<file path="src/rtl/ysyx_24110006_inst_enc.sv">
// RV32I instruction encoder: takes decoded fields plus a full-width immediate
// and assembles the 32-bit word in a 2-stage valid/ready pipeline.
module ysyx_24110006_inst_enc (
  input  logic        i_clk,
  input  logic        i_rst_n,
  input  logic        i_valid,
  output logic        o_ready,
  input  logic [2:0]  i_fmt,
  input  logic [6:0]  i_opcode,
  input  logic [2:0]  i_funct3,
  input  logic [6:0]  i_funct7,
  input  logic [4:0]  i_rd,
  input  logic [4:0]  i_rs1,
  input  logic [4:0]  i_rs2,
  input  logic [31:0] i_imm,
  output logic        o_valid,
  input  logic        i_ready,
  output logic [31:0] o_inst,
  output logic        o_err,
  output logic [15:0] o_cnt_ok,
  output logic [15:0] o_cnt_err
);

  localparam logic [2:0]  FMT_R = 3'd0;
  localparam logic [2:0]  FMT_I = 3'd1;
  localparam logic [2:0]  FMT_S = 3'd2;
  localparam logic [2:0]  FMT_B = 3'd3;
  localparam logic [2:0]  FMT_U = 3'd4;
  localparam logic [2:0]  FMT_J = 3'd5;
  localparam logic [31:0] NOP   = 32'h0000_0013;

  typedef struct packed {
    logic [2:0]  fmt;
    logic [6:0]  opcode;
    logic [2:0]  funct3;
    logic [6:0]  funct7;
    logic [4:0]  rd;
    logic [4:0]  rs1;
    logic [4:0]  rs2;
    logic [31:0] imm;
  } enc_req_t;

  enc_req_t    s1_q, req_in;
  logic        s1_valid_q, s1_valid_d;
  logic        s2_valid_q, s2_valid_d;
  logic [31:0] inst_q, inst_d;
  logic        err_q, err_d;
  logic [15:0] cnt_ok_q, cnt_err_q;
  logic        s2_ready, accept, advance, out_hs;

  assign s2_ready = !s2_valid_q || i_ready;
  assign o_ready  = !s1_valid_q || s2_ready;
  assign accept   = i_valid && o_ready;
  assign advance  = s1_valid_q && s2_ready;
  assign out_hs   = s2_valid_q && i_ready;

  assign req_in = '{fmt: i_fmt, opcode: i_opcode, funct3: i_funct3, funct7: i_funct7,
                    rd: i_rd, rs1: i_rs1, rs2: i_rs2, imm: i_imm};

  // S1 empties when its content moves on and nothing new arrives behind it
  always_comb begin
    s1_valid_d = s1_valid_q;
    if (o_ready) s1_valid_d = i_valid;
    s2_valid_d = s2_valid_q;
    if (s2_ready) s2_valid_d = s1_valid_q;
  end

  // Immediate range checks: the bits above the encodable field must be a
  // pure sign extension of it.
  logic sx11, sx12, sx20;
  assign sx11 = (&s1_q.imm[31:11]) | ~(|s1_q.imm[31:11]);
  assign sx12 = (&s1_q.imm[31:12]) | ~(|s1_q.imm[31:12]);
  assign sx20 = (&s1_q.imm[31:20]) | ~(|s1_q.imm[31:20]);

  always_comb begin
    err_d = 1'b0;
    case (s1_q.fmt)
      FMT_R:        err_d = 1'b0;
      FMT_I, FMT_S: err_d = !sx11;
      FMT_B:        err_d = !sx12 || s1_q.imm[0];
      FMT_U:        err_d = |s1_q.imm[11:0];
      FMT_J:        err_d = !sx20 || s1_q.imm[0];
      default:      err_d = 1'b1;
    endcase
  end

  // Only the fields a format actually carries reach the word
  always_comb begin
    inst_d = NOP;
    case (s1_q.fmt)
      FMT_R: inst_d = {s1_q.funct7, s1_q.rs2, s1_q.rs1, s1_q.funct3, s1_q.rd, s1_q.opcode};
      FMT_I: inst_d = {s1_q.imm[11:0], s1_q.rs1, s1_q.funct3, s1_q.rd, s1_q.opcode};
      FMT_S: inst_d = {s1_q.imm[11:5], s1_q.rs2, s1_q.rs1, s1_q.funct3,
                       s1_q.imm[4:0], s1_q.opcode};
      FMT_B: inst_d = {s1_q.imm[12], s1_q.imm[10:5], s1_q.rs2, s1_q.rs1, s1_q.funct3,
                       s1_q.imm[4:1], s1_q.imm[11], s1_q.opcode};
      FMT_U: inst_d = {s1_q.imm[31:12], s1_q.rd, s1_q.opcode};
      FMT_J: inst_d = {s1_q.imm[20], s1_q.imm[10:1], s1_q.imm[11], s1_q.imm[19:12],
                       s1_q.rd, s1_q.opcode};
      default: inst_d = NOP;
    endcase
    if (err_d) inst_d = NOP;
  end

  always_ff @(posedge i_clk or negedge i_rst_n) begin
    if (!i_rst_n) begin
      s1_valid_q <= 1'b0;
      s1_q       <= '0;
      s2_valid_q <= 1'b0;
      inst_q     <= '0;
      err_q      <= 1'b0;
    end else begin
      s1_valid_q <= s1_valid_d;
      s2_valid_q <= s2_valid_d;
      if (accept) s1_q <= req_in;
      if (advance) begin
        inst_q <= inst_d;
        err_q  <= err_d;
      end
    end
  end

  always_ff @(posedge i_clk or negedge i_rst_n) begin
    if (!i_rst_n) begin
      cnt_ok_q  <= '0;
      cnt_err_q <= '0;
    end else if (out_hs) begin
      if (err_q) begin
        if (cnt_err_q != 16'hFFFF) cnt_err_q <= cnt_err_q + 16'd1;
      end else begin
        if (cnt_ok_q != 16'hFFFF) cnt_ok_q <= cnt_ok_q + 16'd1;
      end
    end
  end

  assign o_valid   = s2_valid_q;
  assign o_inst    = inst_q;
  assign o_err     = err_q;
  assign o_cnt_ok  = cnt_ok_q;
  assign o_cnt_err = cnt_err_q;

endmodule

</file>
<file path="config.mk">
export PLATFORM = sky130hd
export DESIGN_NAME = ysyx_24110006_inst_enc
export DESIGN_NICKNAME = d
export VERILOG_FILES = /design/src/rtl/ysyx_24110006_inst_enc.sv
export SDC_FILE = /design/constraint.sdc
export NUM_CORES = 1
export LEC_CHECK = 0
export BUFFER_PORTS_ARGS = -buffer_cell sky130_fd_sc_hd__buf_2
export CORE_AREA = 2 2 114 116
export CTS_BUF_LIST = sky130_fd_sc_hd__clkbuf_4
export CTS_CLUSTER_DIAMETER = 60
export DETAILED_ROUTE_END_ITERATION = 16
export DIE_AREA = 0 0 116 118
export PLACE_DENSITY = 0.76
export SETUP_SLACK_MARGIN = 0.1
export SLEW_MARGIN = 5
export SYNTH_ARGS = -nofsm -noshare
export SYNTH_HDL_FRONTEND = slang
export SYNTH_SLANG_ARGS = --single-unit
export TNS_END_PERCENT = 100
</file>
<file path="constraint.sdc">
create_clock -name i_clk -period 2.03 [get_ports i_clk]
set_input_delay 0 -clock i_clk [delete_from_list [all_inputs] [get_ports i_clk]]
set_output_delay 0 -clock i_clk [all_outputs]
set_load 0.02 [all_outputs]
</file>
### After elaboration in Yosys (flattened, before gate mapping)

Cells that the tools add are included.

| operators by class | value |
|---|---|
| add/subtract/negate cells | 2 |
| equal/unequal tests | 7 |
| multiplexer cells | 3 |
| bitwise operators | 7 |
| reduce and logical (&&, ||, !) cells | 23 |

Operator list:

| operator | count |
|---|---|
| $pmux W32 S6 | 1 |
| $add A16 B1 Y16 const B | 2 |
| $mux W32 | 1 |
| $ne A16 B16 Y1 const B | 2 |
| $reduce_or A12 Y1 | 2 |
| $reduce_and A21 Y1 | 1 |
| $reduce_or A21 Y1 | 1 |
| $reduce_and A20 Y1 | 1 |
| $reduce_or A20 Y1 | 1 |
| $reduce_and A12 Y1 | 1 |
| $eq A3 B2 Y1 const B | 2 |
| $eq A3 B3 Y1 const B | 2 |
| $reduce_and A3 Y1 | 2 |
| $logic_not A1 Y1 | 5 |
| $pmux W1 S5 | 1 |
| $logic_or A1 B1 Y1 | 4 |
| $not A1 Y1 | 4 |
| $eq A3 B1 Y1 const B | 1 |
| $logic_and A1 B1 Y1 | 3 |
| $logic_not A3 Y1 | 1 |
| $or A1 B1 Y1 | 3 |
| $reduce_or A2 Y1 | 1 |

| word-level totals | value |
|---|---|
| register bits after elaboration | 134 |
| input bits | 71 |
| output and inout bits | 67 |
| word-level logic and storage cells | 56 |

### Longest topological paths before layout

Gate-level depths: netlist (run 1).

| logic depth | value |
|---|---|
| depth after elaboration | 7 |
| mapped depth | 7 |
| depth with buffers taken out | 6 |

### Worst setup path before layout (run 1)

Ideal clock, no wire load.

| timing | value |
|---|---|
| path kind | register to register |
| start | register s2_valid_q, in the netlist o_valid |
| end | register s1_q[0] (netlist bit) |
| library setup time | 125 ps |
| arrival | 1873 ps |
| required time | 1905 ps |
| path slack | 33 ps |
| stages on the path, launching flop included | 6 |
| path buffers | 2 |
| clock period less this slack | 1997 ps |
| cells stage by stage | dfrtp_1 > nand3b_1 > nand2_1 > clkbuf_1 > buf_2 > mux2_2 |

| between the ends | value |
|---|---|
| cells in the longest elaborated chain, start to end | 4 |

Ends and longest elaborated chain:

| item | RTL line | source |
|---|---|---|
| start: declaration | 45 | `logic s2_valid_q, s2_valid_d;` |
| start signal: assignment | 114 | `s2_valid_q <= s2_valid_d;` |
| $logic_not A1 Y1 | 51 | `assign s2_ready = !s2_valid_q \|\| i_ready;` |
| $logic_or A1 B1 Y1 | 51 |  |
| $logic_or A1 B1 Y1 | 52 | `assign o_ready = !s1_valid_q \|\| s2_ready;` |
| net o_ready | 7 | `output logic o_ready,` |
| $logic_and A1 B1 Y1 | 53 | `assign accept = i_valid && o_ready;` |
| end signal: assignment | 115 | `if (accept) s1_q <= req_in;` |
| end: declaration | 43 | `enc_req_t s1_q, req_in;` |

The timed path passes the listed nets, and every way through them passes these cells.
A chain may end at the register's enable or synchronous reset.

### Worst setup path in the final report (run 1)

| timing | value |
|---|---|
| start | register s1_q[26] (netlist bit) |
| end | register inst_q[21], in the netlist o_inst[21] |

| between the ends | value |
|---|---|
| cells in the longest elaborated chain, start to end | 7 |
| elaborated cells between the ends (all ways) | 19 |
| classes of those cells | mux: 2; bitwise: 6; reduce/logical: 11 |

Ends and longest elaborated chain:

| item | RTL line | source |
|---|---|---|
| $reduce_or A20 Y1 or $reduce_or A12 Y1 (tied branches) | 72, 73 |  |
| $not A1 Y1, on equally long branches | 72, 73 |  |
| $or A1 B1 Y1, on equally long branches | 72, 73 |  |
| $logic_not A1 Y1, on equally long branches | 80, 82 |  |
| $logic_or A1 B1 Y1, on equally long branches | 80, 82 |  |
| $pmux W1 S5 (*) | 77 | `case (s1_q.fmt)` |
| $mux W32 (*) | 102 | `if (err_d) inst_d = NOP;` |
| end signal: assignment | 117 | `inst_q <= inst_d;` |
| end: declaration | 46 | `logic [31:0] inst_q, inst_d;` |

Mark *: on every way between the ends. The rest lies on a longest branch, timed or not.

==> flow_metrics.env, run 1 <==
export IMPL_leakage_nw=4.04
export IMPL_yosysSeqAreaShare_pct=55.2
export IMPL_route_met3_wl_um=1060
export IMPL_place_hpwl_um=11100
export IMPL_synth_compound_area_share_pct=11.6
export IMPL_fillCellCount=829
export IMPL_die_area_um2=13700
export IMPL_fp_row_count=41
export IMPL_grt_usage_pct=25.3
export IMPL_outcome="finished, violations left"
export IMPL_grt_antenna_before_repair=0
export IMPL_placed_cell_area_um2=7240
export IMPL_synth_warning_count=0
export IMPL_dieWidth_um=116
export IMPL_drc=0
export IMPL_wl_met2_um=9010
export IMPL_violations="setup timing"
export IMPL_ir_drop_mv=0.508
export IMPL_netlist_top_cells_area="dfrtp_1 (55%), mux2_2 (13%), xnor2_1 (4.0%)"
export IMPL_wire_per_inst_um=18.8
export IMPL_syn_area_um2=6070
export IMPL_core_um2=12400
export IMPL_crit_arrival_ps=2510
export IMPL_path_cells="or4_4, o41ai_2, buf_4, o21ai_2, o31ai_1"
export IMPL_cts_sinks=134
export IMPL_path_delay_family="compound AO/OA/AOI/OAI gates"
export IMPL_synth_area_mux_share_pct=14.6
export IMPL_worst_slack_ps=-60.7
export IMPL_post_route_period_util_pct=103
export IMPL_setup_viol=4
export IMPL_post_route_min_period_ps=2090
export IMPL_max_stage_delay_ps=560
export IMPL_grt_pass1_wl_um=26700
export IMPL_htreeDepth=4
export IMPL_synthAdderAreaFrac_pct=0.412
export IMPL_dp_cells=818
export IMPL_initial_utilization_pct=48.9
export IMPL_design_area_um2=8830
export IMPL_maxCapViolCount=0
export IMPL_crit_slowest_cell="or4_4"
export IMPL_synth_simple_area_share_pct=11.4
export IMPL_layout_commonest_cell="buf_2"
export IMPL_clock_skew_ps=18.8
export IMPL_vias=5236
export IMPL_syn_to_final_growth_pct=45.5
export IMPL_ys_ff_latch=134
export IMPL_hold_violations=0
export IMPL_layout_cells_non_filler=938
export IMPL_synth_fp_nets=571
export IMPL_clkSlewWorstSetupHoldPaths_ps=120
export IMPL_drtIter0Drc=360
export IMPL_synth_cells=498
export IMPL_relSlewSlack_pct=62.1
export IMPL_crit_path_end_kind="register"
export IMPL_worstSetupPathType="register to register"
export IMPL_critPathRequiredTime_ps=2440
export IMPL_cellPowerDensity_nw_per_um2=975
export IMPL_viasPerCell=5.58
export IMPL_finalWirelength_um=17700
export IMPL_synth_top_family_by_area="multiplexers"
export IMPL_drt_pass1_iter_count=7
export IMPL_whs_ps=222
export IMPL_synth_area_per_cell_um2=12.2
export IMPL_port_buffers=137
export IMPL_yosys_area_top_type_share_pct=55.2
export IMPL_drv_slew=0
export IMPL_path_max_fanout=10
export IMPL_diodes=0
export IMPL_async_flop_share_pct=100
export IMPL_gr_total_overflow=0
export IMPL_hp_class="input port to register"
export IMPL_synth_xor_area_share_pct=4.33
export IMPL_cts_root_buf="clkbuf_4"
export IMPL_synth_area_leader_cell="dfrtp_1"
export IMPL_gp_congestion=0.925
export IMPL_top_layer="met4"
export IMPL_ios=138
export IMPL_cp_num_buf_inv=1
export IMPL_grt_max_degree=59
export IMPL_die_h_um=118
export IMPL_tightest_slew_ps=568
export IMPL_final_cell_mix="buf_2 (137), dfrtp_1 (125), dlygate4sd3_1 (72), mux2_2 (70), nand2_1 (55)"
export IMPL_clock_fmax_ghz=0.478
export IMPL_finalSetupTns_ps=-119
export IMPL_rsz0062_at_grt="yes"
export IMPL_max_clock_path_buffers=2
export IMPL_insertion_delay_ps=540
export IMPL_cts_tree="built"
export IMPL_cts_inserted_buffers=17
export IMPL_startpoint_type="register"
export IMPL_ant_nets=0
export IMPL_synth_cell_types=43
export IMPL_synth_edff_count=0
export IMPL_fin_util_pct=71.1
export IMPL_synth_ff_type="dfrtp_1"
export IMPL_grt_pass1_vias=5349
export IMPL_layout_drive_gt1_share_pct=44.6
export IMPL_final_nets=826
export IMPL_wl_met1_um=7080
worst paths after layout:
check,startpoint,end,slack [ps],cells after the start
worst max-delay path,s1_q[26],o_inst[21],-60,5
worst min-delay path,i_imm[8],s1_q[8],220,3
worst max register to register,s1_q[26],o_inst[21],-60,5
worst min register to register,o_cnt_err[11],o_cnt_err[11],490,1
max in group asynchronous,i_rst_n,o_cnt_ok[8],1050,4
min in group asynchronous,i_rst_n,s1_q[9],530,4
Yosys cell counts, types with 4 or more instances:
cell type    n
a21oi_1      4
a22o_1       4
a22oi_1     21
and3_1       5
buf_2        7
clkbuf_1    19
dfrtp_1    134
inv_1        6
mux2_2      70
mux2i_1     10
nand2_1     56
nand2b_1     8
nand3_1     14
nand4_1     19
nor2_1      11
nor3_1       4
nor4_1       7
o22ai_1      6
o31ai_1     20
o32a_1       4
o41ai_2     11
xnor2_1     28
per-layer routing:
layer	track usage (%)	vias to the layer above
met5	0	-
met4	10.0	0
met3	5.46	47
met2	42.0	224
met1	31.9	2617
li1	-	2348
registers in the layout, summed over array words and instances (netlist names):
name        count
o_err           1
o_valid         1
o_cnt_ok       16
o_inst         32
s1_q           67
s1_valid_q      1
o_cnt_err      16
metrics by stage:
stage,power (mW),setup WS (ps)
after detailed placement,5.68,-129
after CTS,8.37,18.3
after floorplan,4.79,110
final,8.61,-60.7
after global routing,8.99,-133
after global placement,5.60,-22.4
tightest hold or removal path: cells and delay by family:
kind	cells	cell delay [ps]
muxes	1	120
buffers and inverters	2	600
cells by family after synthesis:
| group | after synthesis |
|---|---|
| simple gates | 137 |
| xor+xnor | 30 |
| buf+inv | 34 |
| mux | 80 |
| flops | 134 |
| compound gates | 81 |
| fa+ha+maj | 2 |
power by group:
part / internal, mW / switching (mW) / total [mW]
logic: 1.18 / 1.39 / 2.57
clock network: 1.48 / 1.00 / 2.48
registers: 3.12 / 0.443 / 3.56
total: 5.77 / 2.84 / 8.61
area by class of cell:
type / count / area (µm²) / share of cell area, %
flip-flops and latches: 134 / 3360 / 38.1
multi-input cells: 330 / 2860 / 32.3
repair buffers: 264 / 1960 / 22.2
clock inverters: 14 / 279 / 3.16
well taps: 172 / 215 / 2.44
clock buffers: 18 / 135 / 1.53
inverters: 6 / 22.5 / 0.255
what timing repair did:
action	CTS	global route
pin swaps	11	18
gates resized for setup	19	36
setup buffers	6	6
hold endpoints to repair	205	0
setup endpoints to repair	32	38
hold buffers	73	0
gates cloned	1	2
Note: power is estimated with default switching activity, not from simulation.
==> inputs of run 2 (changes only) <==
--- a/config.mk
+++ b/config.mk
@@ -12,6 +12,7 @@
 export DETAILED_ROUTE_END_ITERATION = 16
 export DIE_AREA = 0 0 116 118
 export PLACE_DENSITY = 0.76
+export REMOVE_ABC_BUFFERS = 1
 export SETUP_SLACK_MARGIN = 0.1
 export SLEW_MARGIN = 5
 export SYNTH_ARGS = -nofsm -noshare
==> flow_metrics.env, run 2 (synthesis results as in run 1) <==
export IMPL_place_hpwl_um=10900
export IMPL_cts_sinks=134
export IMPL_drc=0
export IMPL_grt_pass1_wl_um=27100
export IMPL_ant_nets=0
export IMPL_drv_slew=0
export IMPL_insertion_delay_ps=540
export IMPL_largest_register="s1_q"
export IMPL_fin_util_pct=68.4
export IMPL_relSlewSlack_pct=64.6
export IMPL_worst_slack_ps=-60.4
export IMPL_dieWidth_um=116
export IMPL_violations="setup timing"
export IMPL_htreeDepth=4
export IMPL_wl_met1_um=6940
export IMPL_cts_inserted_buffers=17
export IMPL_top_layer="met4"
export IMPL_crit_slowest_cell="or4_4"
export IMPL_path_delay_family="simple AND/OR/NAND/NOR gates"
export IMPL_crit_arrival_ps=2520
export IMPL_cellPowerDensity_nw_per_um2=919
export IMPL_p_clk_share_pct=23.2
export IMPL_drtIter0Drc=410
export IMPL_leakage_nw=3.95
export IMPL_final_cell_mix="buf_2 (136), dfrtp_1 (134), dlygate4sd3_1 (72), mux2_2 (70), nand2_1 (55)"
export IMPL_critPathRequiredTime_ps=2460
export IMPL_rsz0062_at_grt="yes"
export IMPL_maxCapViolCount=0
export IMPL_power_switching_mw=2.73
export IMPL_max_clock_path_buffers=2
export IMPL_path_cells="or4_4, o41ai_4, nor2_4, buf_6, o32a_1"
export IMPL_largest_reg_flops=67
export IMPL_clock_skew_ps=18.1
export IMPL_grt_pass1_vias=5498
export IMPL_ios=138
export IMPL_cts_tree="built"
export IMPL_drt_pass1_iter_count=5
export IMPL_final_nets=818
export IMPL_post_route_min_period_ps=2090
export IMPL_pwr_share_comb_pct=31.6
export IMPL_fp_row_count=41
export IMPL_startpoint_type="register"
export IMPL_max_stage_delay_ps=590
export IMPL_gr_total_overflow=0
export IMPL_hold_violations=0
export IMPL_ir_drop_mv=0.460
export IMPL_syn_to_final_growth_pct=39.9
export IMPL_tightest_slew_ps=531
export IMPL_die_h_um=118
export IMPL_finalWirelength_um=16800
export IMPL_dp_cells=822
export IMPL_cts_root_buf="clkbuf_4"
export IMPL_wire_per_inst_um=18.1
export IMPL_fillCellCount=896
export IMPL_worstSetupPathType="register to register"
export IMPL_clock_fmax_ghz=0.478
export IMPL_power_frac_seq_pct=45.2
export IMPL_grt_usage_pct=25.6
export IMPL_outcome="finished, violations left"
export IMPL_intPower_mw=5.08
export IMPL_layout_drive_gt1_share_pct=41.8
export IMPL_wl_met2_um=8640
export IMPL_layout_cells_non_filler=931
export IMPL_path_max_fanout=8
export IMPL_setup_viol=19
export IMPL_p_sw_share_pct=35.0
export IMPL_die_area_um2=13700
export IMPL_core_um2=12400
export IMPL_cp_num_buf_inv=1
export IMPL_clkSlewWorstSetupHoldPaths_ps=110
export IMPL_route_met3_wl_um=751
export IMPL_hp_class="input port to register"
export IMPL_crit_path_end_kind="register"
export IMPL_vias=5170
export IMPL_port_buffers=137
export IMPL_viasPerCell=5.55
export IMPL_layout_commonest_cell="buf_2"
export IMPL_grt_antenna_before_repair=1
export IMPL_gp_congestion=0.898
export IMPL_initial_utilization_pct=48.9
export IMPL_grt_max_degree=68
export IMPL_post_route_period_util_pct=103
run 2: cell type report:
type	count	area (µm²)	area share (%)
Antenna cell	1	2.50	0.0295
Tap cell	172	215	2.53
Clock inverter	13	138	1.62
Clock buffer	19	143	1.68
Multi-Input combinational cell	330	2790	32.9
Inverter	6	22.5	0.265
Timing Repair Buffer	256	1830	21.5
Sequential cell	134	3350	39.5
run 2: through the flow:
stage	hold slack, ps	worst slack (ps)	instance area, µm²	total power, mW	TNS (ps)
3_3_place_gp	-9.23	-14.9	7230	5.58	-44.2
6_report	221	-60.4	8490	7.81	-363
4_1_cts	180	-60.3	8350	7.67	-347
2_1_floorplan	-296	-1000	5950	4.74	-87570
3_5_place_dp	0.144	-109	7230	5.69	-781
5_1_grt	194	-127	8490	8.18	-2370
run 2: routing by layer:
| layer | global-route usage (%) | up-vias |
|---|---|---|
| met3 | 5.97 | 49 |
| met4 | 11.9 | 0 |
| met2 | 42.1 | 185 |
| met5 | 0 | - |
| met1 | 31.7 | 2591 |
| li1 | - | 2345 |
run 2: path summary, 6_finish.rpt:
kind	from	endpoint	slack, ps	depth (start not counted)
max in group asynchronous	i_rst_n	o_cnt_err[4]	850	4
max reg2reg	s1_q[31]	o_inst[1]	-60	5
min in group asynchronous	i_rst_n	o_cnt_ok[9]	520	3
min reg2reg	o_inst[2]	o_inst[2]	490	2
max	s1_q[31]	o_inst[1]	-60	5
min	i_rd[0]	s1_q[42]	220	3
run 2: worst register-to-register path: stages, from the launching register on:
cell and delay [ps]:
dfrtp_1 400, or4_4 590, o41ai_4 430, nor2_4 160, buf_6 150, o32a_1 270
run 2: repair_timing:
item | 4_1_cts | 5_1_grt
setup endpoints to repair | 33 | 33
setup buffers | 2 | 2
hold buffers | 72 | 0
pin swaps | 7 | 12
gates resized for setup | 18 | 21
hold endpoints to repair | 205 | 0
cloned | 1 | 0
run 2: power groups by stage:
stage          Combinational (mW)  Sequential (mW)  Clock (mW)
4_1_cts                      2.34             3.51        1.83
3_5_place_dp                 2.14             3.55           0
2_1_floorplan               0.924             3.82           0
6_report                     2.47             3.53        1.81
5_1_grt                      2.65             3.58        1.95
3_3_place_gp                 2.05             3.53           0
